--- src/rtl/fetch_queue_pkg.sv ---
// Shared pipeline package for the fetch stage.
//   XLEN_DEFAULT      default address/instruction width
//   NOP_WORD_DEFAULT  instruction presented downstream when the queue is empty
//   fetch_entry_t     one queued fetch: {instruction, pc}
package fetch_queue_pkg;

   localparam int          XLEN_DEFAULT     = 32;
   localparam logic [31:0] NOP_WORD_DEFAULT = 32'h0000_0013;

   typedef struct packed {
      logic [XLEN_DEFAULT-1:0] instruction;
      logic [XLEN_DEFAULT-1:0] pc;
   } fetch_entry_t;

endpackage

--- src/rtl/fetch_queue_storage.sv ---
// Entry storage for the fetch queue.
//   clk    negedge-active pipeline clock
//   we     write enable; waddr/wdata written on the active edge
//   raddr  combinational read address; rdata follows it directly
// The array has no reset; the owner masks outputs with its own valid flag.
module fetch_queue_storage #(
   parameter int WIDTH = 64,
   parameter int DEPTH = 4
) (
   input  logic                     clk,
   input  logic                     we,
   input  logic [$clog2(DEPTH)-1:0] waddr,
   input  logic [WIDTH-1:0]         wdata,
   input  logic [$clog2(DEPTH)-1:0] raddr,
   output logic [WIDTH-1:0]         rdata
);

   logic [WIDTH-1:0] mem [DEPTH];

   always_ff @(negedge clk) begin
      if (we) mem[waddr] <= wdata;
   end

   assign rdata = mem[raddr];

endmodule

--- src/rtl/fetch_queue.sv ---
// First-word-fall-through instruction fetch queue.
//   clk, rst_n        pipeline clock (state moves on negedge), async active-low reset
//   stall             decode not ready; head is held
//   jump_enable/addr  redirect: flush queue and reload fetch pc
//   imem_address      fetch address (the fetch pc register)
//   imem_instruction  combinational memory data for imem_address
//   instruction, pc, next_address, valid, occupancy  head entry view and fill level
module fetch_queue
   import fetch_queue_pkg::*;
#(
   parameter int              XLEN     = XLEN_DEFAULT,
   parameter int              DEPTH    = 4,
   parameter logic [XLEN-1:0] RESET_PC = '0,
   parameter logic [XLEN-1:0] NOP_WORD = XLEN'(NOP_WORD_DEFAULT)
) (
   input  logic                       clk,
   input  logic                       rst_n,
   input  logic                       stall,
   input  logic                       jump_enable,
   input  logic [XLEN-1:0]            jump_address,
   output logic [XLEN-1:0]            imem_address,
   input  logic [XLEN-1:0]            imem_instruction,
   output logic [XLEN-1:0]            instruction,
   output logic [XLEN-1:0]            pc,
   output logic [XLEN-1:0]            next_address,
   output logic                       valid,
   output logic [$clog2(DEPTH+1)-1:0] occupancy
);

   localparam int PW = $clog2(DEPTH);
   localparam int OW = $clog2(DEPTH+1);

   logic [XLEN-1:0]   fetch_pc;
   logic [PW-1:0]     wr_ptr;
   logic [PW-1:0]     rd_ptr;
   logic              full;
   logic              pop;
   logic              push;
   logic [2*XLEN-1:0] head;
   logic [XLEN-1:0]   head_instr;
   logic [XLEN-1:0]   head_pc;

   assign valid = (occupancy != '0);
   assign full  = (occupancy == OW'(DEPTH));

   // A redirect discards both the pending pop and the pending push.
   assign pop  = valid & ~stall & ~jump_enable;
   assign push = ~jump_enable & (~full | pop);

   always_ff @(negedge clk or negedge rst_n) begin
      if (!rst_n) begin
         fetch_pc  <= RESET_PC;
         wr_ptr    <= '0;
         rd_ptr    <= '0;
         occupancy <= '0;
      end else if (jump_enable) begin
         fetch_pc  <= {jump_address[XLEN-1:2], 2'b00};
         wr_ptr    <= '0;
         rd_ptr    <= '0;
         occupancy <= '0;
      end else begin
         if (push) begin
            fetch_pc <= fetch_pc + XLEN'(4);
            wr_ptr   <= wr_ptr + PW'(1);
         end
         if (pop) rd_ptr <= rd_ptr + PW'(1);
         occupancy <= occupancy + OW'(push) - OW'(pop);
      end
   end

   fetch_queue_storage #(
      .WIDTH (2*XLEN),
      .DEPTH (DEPTH)
   ) u_storage (
      .clk   (clk),
      .we    (push),
      .waddr (wr_ptr),
      .wdata ({imem_instruction, fetch_pc}),
      .raddr (rd_ptr),
      .rdata (head)
   );

   assign head_instr   = head[2*XLEN-1:XLEN];
   assign head_pc      = head[XLEN-1:0];

   assign imem_address = fetch_pc;
   assign instruction  = valid ? head_instr : NOP_WORD;
   assign pc           = valid ? head_pc : '0;
   assign next_address = valid ? head_pc + XLEN'(4) : '0;

endmodule

--- config.mk ---
export PLATFORM = sky130hd
export DESIGN_NAME = fetch_queue
export DESIGN_NICKNAME = d
export VERILOG_FILES = /design/src/rtl/fetch_queue_pkg.sv /design/src/rtl/fetch_queue_storage.sv /design/src/rtl/fetch_queue.sv
export SDC_FILE = /design/constraint.sdc
export NUM_CORES = 1
export LEC_CHECK = 0
export BUFFER_PORTS_ARGS = -buffer_cell sky130_fd_sc_hd__buf_2
export CAP_MARGIN = 20
export CORE_ASPECT_RATIO = 0.5
export CORE_UTILIZATION = 30
export DETAILED_ROUTE_END_ITERATION = 8
export SETUP_SLACK_MARGIN = 0.02
export SLEW_MARGIN = 40
export SYNTH_ARGS = -nofsm -noshare
export SYNTH_HDL_FRONTEND = slang
export SYNTH_SLANG_ARGS = --single-unit
--- constraint.sdc ---
create_clock -name clk -period 4 [get_ports clk]
set_input_delay 1 -clock clk [delete_from_list [all_inputs] [get_ports clk]]
set_output_delay 1 -clock clk [all_outputs]
set_load 0.02 [all_outputs]
Word-level counts from Yosys, hierarchy flattened

Memory sizes are Yosys's and may differ from the RTL's.
Cells that the tools add are included.

Memories kept: 1
Memory bits (writable): 256
Output and inout bits: 132
Bits in read-only memories: 0
Flip-flop bits (word level): 39
Latch bits: 0

Memories:

| name          | depth | width | rd ports | clocked after Yosys merged registers in | wr ports | RTL line                  | text |
|---|---|---|---|---|---|---|---|
| u_storage.mem | 4     | 64    | 1        | 0                                       | 1        | fetch_queue_storage.sv:18 | `logic [WIDTH-1:0] mem [DEPTH];` |

Add/subtract/negate cells: 6
Shift operators: 0
Bitwise logic cells: 7
Equal/unequal tests: 1
$lt $le $gt $ge: 0
Div/mod/pow operators: 0
Reductions and logical operators: 3
Multipliers: 0
Mux-type cells: 12

Operator list:

| cell                                           | number |
|---|---|
| 2-to-1 mux 32 bit                              | 5 |
| adder 32 x 3 -> 32 bit (second input constant) | 2 |
| 2-to-1 mux 2 bit                               | 4 |
| adder 2 x 1 -> 2 bit (second input constant)   | 2 |
| nonzero test 2 bit                             | 2 |
| adder 3 x 1 -> 3 bit                           | 1 |
| bitwise AND 1 bit                              | 3 |
| equality test 3 bit (second input constant)    | 1 |
| 2-to-1 mux 3 bit                               | 1 |
| NOT 1 bit                                      | 3 |
| nonzero test 3 bit                             | 1 |
| subtractor 3 x 1 -> 3 bit                      | 1 |
| 2-to-1 mux 1 bit                               | 2 |
| OR 1 bit                                       | 1 |

Depth between registers and ports, before layout

Word-level depth: 8
Gate-level depth with buffers: 11
Mapped depth without buffers: 10

Modules after synthesis

Synthesis repeated with hierarchy kept, for this count alone.

Cell total of the unflattened synthesis: 754
Area total of the unflattened synthesis: 12542.0 um^2

By module, submodules not included:

| module              | cells an instance | times used | seq. area each (um^2) | area each (um^2) |
|---|---|---|---|---|
| fetch_queue_storage | 339               | 1          | 7687.4                | 9345.2 |
| fetch_queue         | 415               | 1          | 925.9                 | 3196.8 |

==> run_results.csv <==
group,metric,value,unit
status,run_status,"finished, violations left",
status,failed_checks,"DRC, setup timing",
floorplanning,count_of_standard_cell_rows,52,
route,drt_first_iter_violations,395,
floorplanning,fp.dieH,145,um
floorplanning,die_area,41900,um2
timing,setup_slack,-2.22,ns
logic_synthesis,synth.largest_area_cell,"sky130_fd_sc_hd__edfxtp_1",
logic_synthesis,syn-instance-count,774,
finish,layout.nets,1459,
logic_synthesis,synth_top_family_by_area,"multiplexers",
logic_synthesis,synth.yosys.warnings,0,
critical_path,critical-path-top-delay-family,"multiplexers",
hold_path,worstHoldPathType,"flop to flop",
pwr,leakagePower,7.99,nW
finish,filler_cell_count,3428,
placement,placed_cell_area,15300,um2
critical_path,worstPathMaxFanout,6,
hold_path,hold_end,"wr_ptr[0]",
clock_tree,worstSkewPairLatency,0.61,ns
critical_path,crit_path_cells,"buf_12, buf_12, mux4_2, ha_4, nand2_2, o22ai_2, nand4b_1, buf_12, nor4_2, mux2_2, buf_2",
hold_path,hold_path_startpoint,"wr_ptr[0]",
floorplanning,initial_core_util,30.5,%
logic_synthesis,synth-adder-area-share,0.976,%
logic_synthesis,synth.mux.area_fraction,12.6,%
placement,finalWeightedCongestion,0.841,
finish,fin_area,18700,um2
logic_synthesis,synthTopCellsByArea,"sky130_fd_sc_hd__edfxtp_1 (61%), sky130_fd_sc_hd__mux4_2 (11%), sky130_fd_sc_hd__dfrtn_1 (7.5%)",
critical_path,critical_path_s_most_frequent_cell,"sky130_fd_sc_hd__buf_12",
critical_path,crit_arrival,5.22,ns
logic_synthesis,postSynth.asyncResetShare,13.0,%
critical_path,timing.critical_path.to_type,"primary output",
critical_path,timing.critical_path.required,3.00,ns
finish,multi_input_area,4390,um2
timing,clock-skew-final,0.0778,ns
logic_synthesis,synth-seq-cells,285,
clock_tree,clock_path_buffers,3,
logic_synthesis,netlist_top_cells_count,"sky130_fd_sc_hd__edfxtp_1 (248), sky130_fd_sc_hd__and2_1 (61), sky130_fd_sc_hd__mux4_2 (61), sky130_fd_sc_hd__nand2_1 (49), sky130_fd_sc_hd__nor2_1 (41)",
floorplanning,io-pin-count,200,
critical_path,worst_path_max_delay_cell,"sky130_fd_sc_hd__mux4_2",
timing,timing.final.hold_violations,0,
logic_synthesis,synth-compound-area-share,2.50,%
timing,setup-violations-final,130,
clock_tree,cts.reportedPaths.clkPinSlew,0.05,ns
finish,share_of_final_layout_standard_cells_stronger_than_drive_strength_1,43.0,%
route,drt-total-wl,33.4,mm
logic_synthesis,postSynthAreaPerCell,15.9,um2
timing,max_slew_margin_vs_limit,54.0,%
hold_path,timing.hold.worst_path_depth,2,
placement,io_buffers,191,
clock_tree,tritoncts_num_sinks,285,
logic_synthesis,post_synth_and_or_nand_nor_area_fraction,10.5,%
global_route,grt_first_pass_wirelength,50.2,mm
critical_path,cp_class,"flop to primary output",
global_route,global_route.overflow_total,0,
placement,dpl.hpwl,21.8,mm
global_route,grt_use_total,15.3,%
critical_path,cp_num_buf_inv,4,
logic_synthesis,synth_top_area_share,60.5,%
pwr,ir_drop,0.401,mV
logic_synthesis,dominantRegCellSynth,"sky130_fd_sc_hd__edfxtp_1",
logic_synthesis,post_synth_xor_area_fraction,2.99,%
timing,fin_setup_tns,-151.36,ns
finish,register_area,8370,um2
flow_run,cap_viol_max_count,0,
route,detail_route.drc_violations,3,
global_route,grt_max_degree,55,
logic_synthesis,synth_edf_count,248,
route,routedWlPerCell,17.2,um
global_route,grt_pass1_vias,9843,
route,route.antenna.remaining_nets,0,
logic_synthesis,yosysUniqueCellTypes,46,
floorplanning,die_width,288,um
critical_path,crit_path_max_incr_delay,0.39,ns
critical_path,reg2reg_setup_slack,1.39,ns
logic_synthesis,synthesis.area,12300,um2
global_route,grt_antenna_before_repair,2,
clock_tree,cts_tree,"yes",
logic_synthesis,synth-seq-area-share,68.0,%
clock_tree,cts_htree_levels,1,
critical_path,worstReg2RegStart,"occupancy[0]",
timing,slew_limit_fails,0,
timing,setup_repair_after_global_routing_missed_its_margin,"yes",
clock_tree,cts_made_buffers,30,
critical_path,type_of_origin_of_the_critical_path,"flop",
logic_synthesis,yosysMostFrequentCell,"sky130_fd_sc_hd__edfxtp_1",
route,vias_per_cell,4.60,
route,vias,8959,
floorplanning,coreArea,40400,um2
critical_path,regToRegEndpoint,"occupancy[1]",
critical_path,ff2ff_path_depth,11,
clock_tree,cts-root-buf,"sky130_fd_sc_hd__clkbuf_16",
timing,worstMarginPinSlew,0.689,ns
route,first_pass_iters,6,
pwr,power_per_cell_area,711,nW/um2
finish,syn_to_final_growth,52.1,%
clock_tree,cts.hold.buffers_added,0,
[state kept, by name (all words and copies together), names as in the netlist]
signal,cells
wr_ptr,2
imem_address,30
occupancy,3
u_storage.mem,248
rd_ptr,2
[per-stage QoR]
step	util, %	std cells	hold slack, ns	power, W	setup WS (ns)
final	46.3	1946	0.546	0.0133	-2.22
after global routing	46.3	1946	0.595	0.0140	-2.35
after CTS	43.7	1907	0.548	0.0127	-2.09
after detailed placement	37.9	1600	0.547	0.00879	-1.58
after global placement	37.8	1600	0.515	0.00874	-1.52
after floorplan	-	779	0.493	0.00704	-1.32
[layout by cell type, fill, tap and decap left out, types with 17 or more instances in the layout]
master,synthesis,final
sky130_fd_sc_hd__clkbuf_16,0,35
sky130_fd_sc_hd__inv_1,19,265
sky130_fd_sc_hd__o21ai_0,35,17
sky130_fd_sc_hd__o21ai_1,0,18
sky130_fd_sc_hd__dfrtn_1,37,37
sky130_fd_sc_hd__edfxtp_1,248,248
sky130_fd_sc_hd__nand2_1,49,44
sky130_fd_sc_hd__buf_2,8,114
sky130_fd_sc_hd__buf_12,0,18
sky130_fd_sc_hd__mux4_2,61,62
sky130_fd_sc_hd__and2_1,61,44
sky130_fd_sc_hd__buf_6,1,106
sky130_fd_sc_hd__nand4_1,18,18
sky130_fd_sc_hd__buf_4,9,119
sky130_fd_sc_hd__xor2_1,22,21
sky130_fd_sc_hd__and2_4,0,17
sky130_fd_sc_hd__nor2_1,41,23
[power breakdown]
group	switching, W	leakage, nW	internal, W
Combinational	0.00288	3.42	0.00267
Sequential	0.000129	2.74	0.00374
Clock	0.00182	1.83	0.00207
Total	0.00483	7.99	0.00848
[worst max-delay path by stage]
stage	depth (start not counted)	endpoint	start
after global routing	10	next_address[22]	rd_ptr[0]
after CTS	10	next_address[24]	rd_ptr[0]
final	11	next_address[22]	rd_ptr[0]
after detailed placement	8	next_address[25]	rd_ptr[0]
after global placement	7	next_address[31]	rd_ptr[0]
after floorplan	6	next_address[31]	rd_ptr[0]
[worst reg2reg max path: stages, from the launching register on]
cell	delay, ns
sky130_fd_sc_hd__dfrtn_1	0.38
sky130_fd_sc_hd__buf_6	0.14
sky130_fd_sc_hd__buf_4	0.15
sky130_fd_sc_hd__nor3b_4	0.58
sky130_fd_sc_hd__a21oi_4	0.13
sky130_fd_sc_hd__inv_1	0.12
sky130_fd_sc_hd__ha_4	0.21
sky130_fd_sc_hd__inv_4	0.05
sky130_fd_sc_hd__ha_4	0.12
sky130_fd_sc_hd__inv_2	0.04
sky130_fd_sc_hd__fa_2	0.52
sky130_fd_sc_hd__nor2_1	0.04
[kinds of logic after synthesis]
kind of cell	Yosys count
buffers and inverters	64
other	1
and+or+nand+nor	242
xor gates and xnor gates	42
muxes	76
adders and majority gates	9
AOI/OAI and AO/OA	55
DFF	285
[area by class of cell]
cell class	count	area share [%]
flip-flops and latches	285	44.7
repair buffers	367	17.2
repair inverters	1	0.0401
well taps	540	3.61
clock inverters	271	6.37
multi-input cells	431	23.4
clock buffers	31	4.14
diodes	2	0.0267
inverters	18	0.434
[metal layers]
metal,up-vias,track usage (%),routed length [um]
met3,56,3.98,1120
met2,199,27.2,18400
li1,4173,-,-
met4,0,7.33,804
met5,-,0,0
met1,4531,17.1,13100
[what timing repair did]
item	CTS	global route
buffers inserted	6	33
cloned	0	8
pin swaps	1	41
endpoints found under the setup margin	134	148
gates resized for setup	95	181
Note: power is estimated with default switching activity, not from simulation.
